[config.mk]
export PLATFORM = sky130hd
export DESIGN_NAME = jbi_sc_rpt_pipe
export DESIGN_NICKNAME = d
export VERILOG_FILES = /design/src/rtl/jbi_sc_rpt_pkg.sv /design/src/rtl/jbi_sc_rpt_stage.sv /design/src/rtl/jbi_sc_rpt_pipe.sv
export SDC_FILE = /design/constraint.sdc
export NUM_CORES = 1
export LEC_CHECK = 0
export ABC_AREA = 0
export CAP_MARGIN = 25
export CORE_MARGIN = 1.5
export CORE_UTILIZATION = 45
export CTS_CLUSTER_SIZE = 10
export DETAILED_ROUTE_END_ITERATION = 10
export HOLD_SLACK_MARGIN = 0.05
export PLACE_DENSITY = 0.78
export SLEW_MARGIN = 20
export SYNTH_ARGS = -nofsm -noshare
export SYNTH_HDL_FRONTEND = slang
export SYNTH_HIERARCHICAL = 1
export SYNTH_SLANG_ARGS = --single-unit
export TNS_END_PERCENT = 10
[constraint.sdc]
create_clock -name rclk -period 2.51 [get_ports rclk]
set_input_delay 0.3765 -clock rclk [delete_from_list [all_inputs] [get_ports rclk]]
set_output_delay 0.3765 -clock rclk [all_outputs]
set_load 0.005 [all_outputs]
[src/rtl/jbi_sc_rpt_pkg.sv]
// Shared defaults and helpers for the JBI <-> sctag/scbuf repeater pipeline.
package jbi_sc_rpt_pkg;

  localparam int JBI_DW_DEF       = 32;
  localparam int JBI_EW_DEF       = 7;
  localparam int JBI_NSTAGE_DEF   = 2;
  localparam int JBI_IQ_DEPTH_DEF = 16;

  // Counter must represent 0..depth inclusive.
  function automatic int credit_cnt_w(input int depth);
    return $clog2(depth + 1);
  endfunction

endpackage

[src/rtl/jbi_sc_rpt_stage.sv]
// One repeater flop stage; synchronous clear keeps flushed slots at zero.
module jbi_sc_rpt_stage #(
  parameter int W = 1
) (
  input  logic         rclk,
  input  logic         rst,
  input  logic [W-1:0] d,
  output logic [W-1:0] q
);

  always_ff @(posedge rclk) begin
    if (rst) q <= '0;
    else     q <= d;
  end

endmodule

[src/rtl/jbi_sc_rpt_pipe.sv]
// Repeats JBI request, scbuf return and sctag control signals over NSTAGE
// flops, and tracks sctag IQ credits against undelayed requests.
module jbi_sc_rpt_pipe
  import jbi_sc_rpt_pkg::*;
#(
  parameter int DW       = JBI_DW_DEF,
  parameter int EW       = JBI_EW_DEF,
  parameter int NSTAGE   = JBI_NSTAGE_DEF,
  parameter int IQ_DEPTH = JBI_IQ_DEPTH_DEF
) (
  input  logic                                rclk,
  input  logic                                rst,
  input  logic [DW-1:0]                       jbi_sctag_req,
  input  logic                                jbi_sctag_req_vld,
  input  logic [DW-1:0]                       scbuf_jbi_data,
  input  logic [EW-1:0]                       jbi_scbuf_ecc,
  input  logic                                scbuf_jbi_ctag_vld,
  input  logic                                scbuf_jbi_ue_err,
  input  logic                                sctag_jbi_iq_dequeue,
  input  logic                                sctag_jbi_wib_dequeue,
  input  logic                                sctag_jbi_por_req,
  output logic [DW-1:0]                       jbi_sctag_req_d,
  output logic                                jbi_sctag_req_vld_d,
  output logic [DW-1:0]                       scbuf_jbi_data_d,
  output logic [EW-1:0]                       jbi_scbuf_ecc_d,
  output logic                                scbuf_jbi_ctag_vld_d,
  output logic                                scbuf_jbi_ue_err_d,
  output logic                                sctag_jbi_iq_dequeue_d,
  output logic                                sctag_jbi_wib_dequeue_d,
  output logic                                sctag_jbi_por_req_d,
  output logic [credit_cnt_w(IQ_DEPTH)-1:0]   jbi_iq_credit_cnt,
  output logic                                jbi_iq_credit_avail,
  output logic                                jbi_credit_err
);

  localparam int CW   = credit_cnt_w(IQ_DEPTH);
  localparam int RQ_W = DW + 1 + EW;
  localparam int RT_W = DW + 2;
  localparam int CT_W = 3;
  localparam logic [CW-1:0] CNT_FULL = CW'(IQ_DEPTH);

  if (NSTAGE < 1 || NSTAGE > 4) begin : g_bad_nstage
    $error("jbi_sc_rpt_pipe: NSTAGE must be in 1..4");
  end
  if (IQ_DEPTH < 1 || IQ_DEPTH > 64) begin : g_bad_iq_depth
    $error("jbi_sc_rpt_pipe: IQ_DEPTH must be in 1..64");
  end

  // Index 0 is the live input; index NSTAGE is the repeated output.
  logic [NSTAGE:0][RQ_W-1:0] rq_pipe;
  logic [NSTAGE:0][RT_W-1:0] rt_pipe;
  logic [NSTAGE:0][CT_W-1:0] ct_pipe;

  assign rq_pipe[0] = {jbi_sctag_req, jbi_sctag_req_vld, jbi_scbuf_ecc};
  assign rt_pipe[0] = {scbuf_jbi_data, scbuf_jbi_ctag_vld, scbuf_jbi_ue_err};
  assign ct_pipe[0] = {sctag_jbi_iq_dequeue, sctag_jbi_wib_dequeue, sctag_jbi_por_req};

  for (genvar i = 0; i < NSTAGE; i++) begin : g_stage
    jbi_sc_rpt_stage #(.W(RQ_W)) u_rq (
      .rclk (rclk),
      .rst  (rst),
      .d    (rq_pipe[i]),
      .q    (rq_pipe[i+1])
    );
    jbi_sc_rpt_stage #(.W(RT_W)) u_rt (
      .rclk (rclk),
      .rst  (rst),
      .d    (rt_pipe[i]),
      .q    (rt_pipe[i+1])
    );
    jbi_sc_rpt_stage #(.W(CT_W)) u_ct (
      .rclk (rclk),
      .rst  (rst),
      .d    (ct_pipe[i]),
      .q    (ct_pipe[i+1])
    );
  end

  assign {jbi_sctag_req_d, jbi_sctag_req_vld_d, jbi_scbuf_ecc_d} = rq_pipe[NSTAGE];
  assign {scbuf_jbi_data_d, scbuf_jbi_ctag_vld_d, scbuf_jbi_ue_err_d} = rt_pipe[NSTAGE];
  assign {sctag_jbi_iq_dequeue_d, sctag_jbi_wib_dequeue_d, sctag_jbi_por_req_d} = ct_pipe[NSTAGE];

  // Credits leave when a request is issued and return when the repeated
  // dequeue arrives; a coincident pair cancels.
  logic [CW-1:0] credit_cnt;
  logic          credit_err;

  always_ff @(posedge rclk) begin
    if (rst || sctag_jbi_por_req_d) begin
      credit_cnt <= CNT_FULL;
      credit_err <= 1'b0;
    end else if (jbi_sctag_req_vld && !sctag_jbi_iq_dequeue_d) begin
      if (credit_cnt == '0) credit_err <= 1'b1;
      else                  credit_cnt <= credit_cnt - CW'(1);
    end else if (!jbi_sctag_req_vld && sctag_jbi_iq_dequeue_d) begin
      if (credit_cnt == CNT_FULL) credit_err <= 1'b1;
      else                        credit_cnt <= credit_cnt + CW'(1);
    end
  end

  assign jbi_iq_credit_cnt   = credit_cnt;
  assign jbi_iq_credit_avail = (credit_cnt != '0);
  assign jbi_credit_err      = credit_err;

endmodule

==> parameters.txt <==
Parameter                              Value

Outcome
  Result of the run ... completed

Setup path
  Critical Path AT ... around 2.0 ns
  Bufs and invs on worst path ... 1
  Critical path depth ... 3
  Worst setup slack for register-to-register paths ... around 0.58 ns
  Peak fanout along the critical path ... 9
  Largest stage delay on the critical path ... 0.44 ns
  CP max stage cell ... sky130_fd_sc_hd__clkdlybuf4s50_1
  End of the worst register-to-register path ... jbi_iq_credit_cnt[4]$_SDFFE_PP1P_
  Crit-path cells ... nor4_4 > or2b_1 > clkdlybuf4s50_1
  WP data required ... 2.13 ns
  CP Capture Type ... primary output
  Gate family responsible for the most delay along the worst path ... simple AND/OR/NAND/NOR gates
  Startpoint type of the worst setup path ... register
  Setup CP Type ... register to primary output
  Worst reg2reg path startpoint ... g_stage[1].u_ct/q[2]$_SDFF_PP0_
  Number of cells traversed by the worst register-to-register path ... 9

Power and ir drop
  Power Density ... roughly 820 mW/mm^2
  Worst ir drop on vdd ... 0.0005085 V
  Sum of internal, switching and leakage power ... between 5 and 6 mW
  Leakage power of the design ... roughly 2.8 nW

Finish
  Fin cells ... between 600 and 700
  Signed area change from the synthesized netlist to the final layout ... 46.94%
  Number of diodes ... 0
  Cell area after layout ... 0.007109 sq mm
  Fraction of layout instances using a drive strength above 1 ... 0.1989
  NumNets Final ... 626
  Final Core Density ... 0.6856

STA
  Summed negative setup slack over all endpoints ... 0 ns
  Max-slew violation total from the final report ... 0
  Worst slew margin relative to its limit ... 0.5711
  Count of final hold-check violations ... 0
  Min Tclk post-route ... 2.396 ns
  Final worst path period share ... 0.9546
  Maximum clock frequency ... approximately 420 MHz
  Post-Route Hold Slack ... approximately 0.34 ns
  Total of endpoints with negative setup slack in the final report ... 0
  Fin Clk Skew ... 0.006407 ns
  Worst Setup Slack, final ... 0.1140 ns
  Slew at the pin with the worst max-slew slack ... 0.6434 ns
  Setup repair after global routing missed its margin ... false

Yosys
  Number of register bits inferred by synthesis ... 160
  Main combinational cell family by area after synthesis ... simple AND/OR/NAND/NOR gates
  Area of the mapped netlist ... 0.004838 sq mm
  Top-area cell type share of the netlist area ... 0.6620
  Synth area leaders ... sky130_fd_sc_hd__dfxtp_1 66%, sky130_fd_sc_hd__nor2b_1 11%, sky130_fd_sc_hd__nor2b_2 11%, sky130_fd_sc_hd__buf_6 1.9%, sky130_fd_sc_hd__and2b_2 1.4%
  Portion of netlist area occupied by mux cells ... 0.002069
  Most instantiated library cell after synthesis ... sky130_fd_sc_hd__dfxtp_1
  Area share of xor/xnor cells in the synthesized design ... 0.009051
  Post-Synthesis Net Count ... between 400 and 500
  Most frequent cells after synthesis ... 160 x sky130_fd_sc_hd__dfxtp_1, 87 x sky130_fd_sc_hd__nor2b_1, 60 x sky130_fd_sc_hd__nor2b_2
  Portion of the post-synthesis area used by sequential elements ... 0.6620
  Number of warnings printed during yosys synthesis ... 6
  Adder-cell area share of the yosys netlist ... 0.01034
  Main synth FF type ... sky130_fd_sc_hd__dfxtp_1
  Area share of and/or/nand/nor cells after synthesis ... 0.2633
  Mean instance size in the synthesized netlist ... 12.94 sq um
  Count of mapped cells out of synthesis ... roughly 370
  Cell accounting for the most synthesized area ... sky130_fd_sc_hd__dfxtp_1
  Async set-or-reset flop fraction in the synthesized netlist ... 0
  Number of enable flip-flop cells after synthesis ... 0
  Synthesized-area fraction occupied by ao, oa, aoi and oai cells ... 0.01914
  Synth unique cells ... 32

Clocking
  H-Tree Depth ... 4
  Post-CTS Hold Fix Bufs ... 0
  Clock insertion delay at the later pin of the skew report ... 0.49 ns
  Clock buffer count from CTS ... 17
  Clk sink count ... 160
  Root buffer cell ... sky130_fd_sc_hd__clkbuf_8
  Clock tree from TritonCTS ... done
  Post-cts sizing count ... 0
  Clock-pin slew on the worst setup and hold paths ... 0.06 ns
  Post-CTS repair timing setup buffer count ... 0
  Max Buffers Root-to-Sink ... 2

Routing
  Total Routed Length ... 8.753 mm
  Average detailed-routed wire length per instance ... around 13 microns
  # DRC ... 0
  DRC violation total after the first TritonRoute iteration ... 69
  Number of optimization iterations in the first detailed-route pass ... 4
  Post-route ant nets ... 0
  Count of vias placed by the detailed router ... 2985
  Vias/cell ... 4.332

Placed design
  Hpwl dp ... 6.048 mm
  Area after DPL ... 0.006524 sq mm
  Count of input and output buffers ... roughly 160
  Placement-stage worst setup slack ... about 0.10 ns
  Global placer's final weighted congestion ... ~0.77
  Placed cell count ... 660

Floorplanning
  Area of the core ... 0.01037 sq mm
  Area of the die ... 0.01138 sq mm
  Die X-Extent ... 106.7 microns
  I/O Pins ... 163
  Die outline height ... 106.7 microns
  Effective utilization at floorplan ... 0.4666
  Std-Cell Rows ... 37

Worst hold path
  Hold/Removal Path Class ... input pin to register
  Number of stages on the worst hold path ... 2
  Hold-critical path endpoint ... g_stage[1].u_rt/q[3]$_SDFF_PP0_
  Critical hold path startpoint ... rst

Global routing
  Maximum number of pins on one net before global-route repair ... 80
  Aggregate global routing overflow ... 0
  Overall routing resource usage ... 0.1605
  Antenna violations before repair ... 0
  Wire length of the first global-routing pass ... 13.92 mm
  Via count of the first global-routing pass ... 2963

Run
  Total of max-cap violations ... 0
[layout by cell type, fill, tap and decap left out, types with 2 or more instances in the layout]
cell,n
sky130_fd_sc_hd__nor2b_1,87
sky130_fd_sc_hd__clkdlybuf4s50_1,161
sky130_fd_sc_hd__nor2_1,2
sky130_fd_sc_hd__xnor2_1,2
sky130_fd_sc_hd__xor2_1,3
sky130_fd_sc_hd__a21oi_1,3
sky130_fd_sc_hd__clkinv_2,3
sky130_fd_sc_hd__nand4b_1,2
sky130_fd_sc_hd__ha_1,4
sky130_fd_sc_hd__bufinv_16,4
sky130_fd_sc_hd__and2b_2,8
sky130_fd_sc_hd__buf_4,4
sky130_fd_sc_hd__clkinv_4,2
sky130_fd_sc_hd__clkinvlp_4,2
sky130_fd_sc_hd__dfxtp_1,160
sky130_fd_sc_hd__inv_1,2
sky130_fd_sc_hd__nand2b_1,2
sky130_fd_sc_hd__clkbuf_16,16
sky130_fd_sc_hd__nor2b_2,60
sky130_fd_sc_hd__nor3_2,3
sky130_fd_sc_hd__nand3_1,4
[worst reg2reg max path: stages, from the launching register on]
cell,delay [ns]
sky130_fd_sc_hd__dfxtp_1,0.32
sky130_fd_sc_hd__inv_1,0.06
sky130_fd_sc_hd__ha_1,0.22
sky130_fd_sc_hd__xor2_1,0.17
sky130_fd_sc_hd__ha_1,0.23
sky130_fd_sc_hd__o21ai_0,0.15
sky130_fd_sc_hd__o22ai_1,0.11
sky130_fd_sc_hd__a211o_1,0.31
sky130_fd_sc_hd__a21oi_1,0.18
sky130_fd_sc_hd__o21ai_2,0.07
[sequential cells by signal (all words and copies together), names as in the netlist]
register           flops
g_stage.u_rq/q        80
g_stage.u_rt/q        68
g_stage.u_ct/q         6
jbi_iq_credit_cnt      5
jbi_credit_err         1
[where the power goes]
| part | switching (mW) | internal [mW] | total [mW] |
|---|---|---|---|
| Clock | 0.930 | 1.60 | 2.53 |
| Sequential | 0.0664 | 2.68 | 2.74 |
| Combinational | 0.208 | 0.382 | 0.590 |
| Total | 1.20 | 4.65 | 5.86 |
[cell families (layout without fill, tap and decap cells)]
logic type	count (synthesis)	after routing
flops	160	160
compound gates	12	12
xor+xnor	5	5
fa+ha+maj	4	4
simple gates	173	173
buf+inv	19	198
mux	1	1
[layer usage]
layer	vias to the layer above	routed length, microns	GRT usage
li1	1497	-	-
met3	10	800	0.07477
met1	1364	3504	0.1718
met2	114	4373	0.2715
met5	-	0	0
met4	0	74	0.06857
[worst max path at each step]
stage,slack (ns),startpoint,endpoint
after floorplan,0.59,jbi_sctag_req_vld,jbi_iq_credit_cnt[4]$_SDFFE_PP1P_
final,0.11,jbi_iq_credit_cnt[1]$_SDFFE_PP0P_,jbi_iq_credit_avail
after CTS,0.08,jbi_iq_credit_cnt[1]$_SDFFE_PP0P_,jbi_iq_credit_avail
after global routing,0.001,jbi_iq_credit_cnt[1]$_SDFFE_PP0P_,jbi_iq_credit_avail
after detailed placement,0.1,jbi_sctag_req_vld,jbi_iq_credit_cnt[4]$_SDFFE_PP1P_
after global placement,0.15,jbi_sctag_req_vld,jbi_iq_credit_cnt[4]$_SDFFE_PP1P_
[layout make-up]
cell class | count | area, sq um
Sequential cell | 160 | 3203
Multi-Input combinational cell | 195 | 1470
Clock inverter | 11 | 167.7
Clock buffer | 18 | 417.9
Inverter | 2 | 7.507
Timing Repair Buffer | 167 | 1673
Fill cell | 802 | 3261
Tap cell | 136 | 170.2
Power figures use the tool's default switching activity.
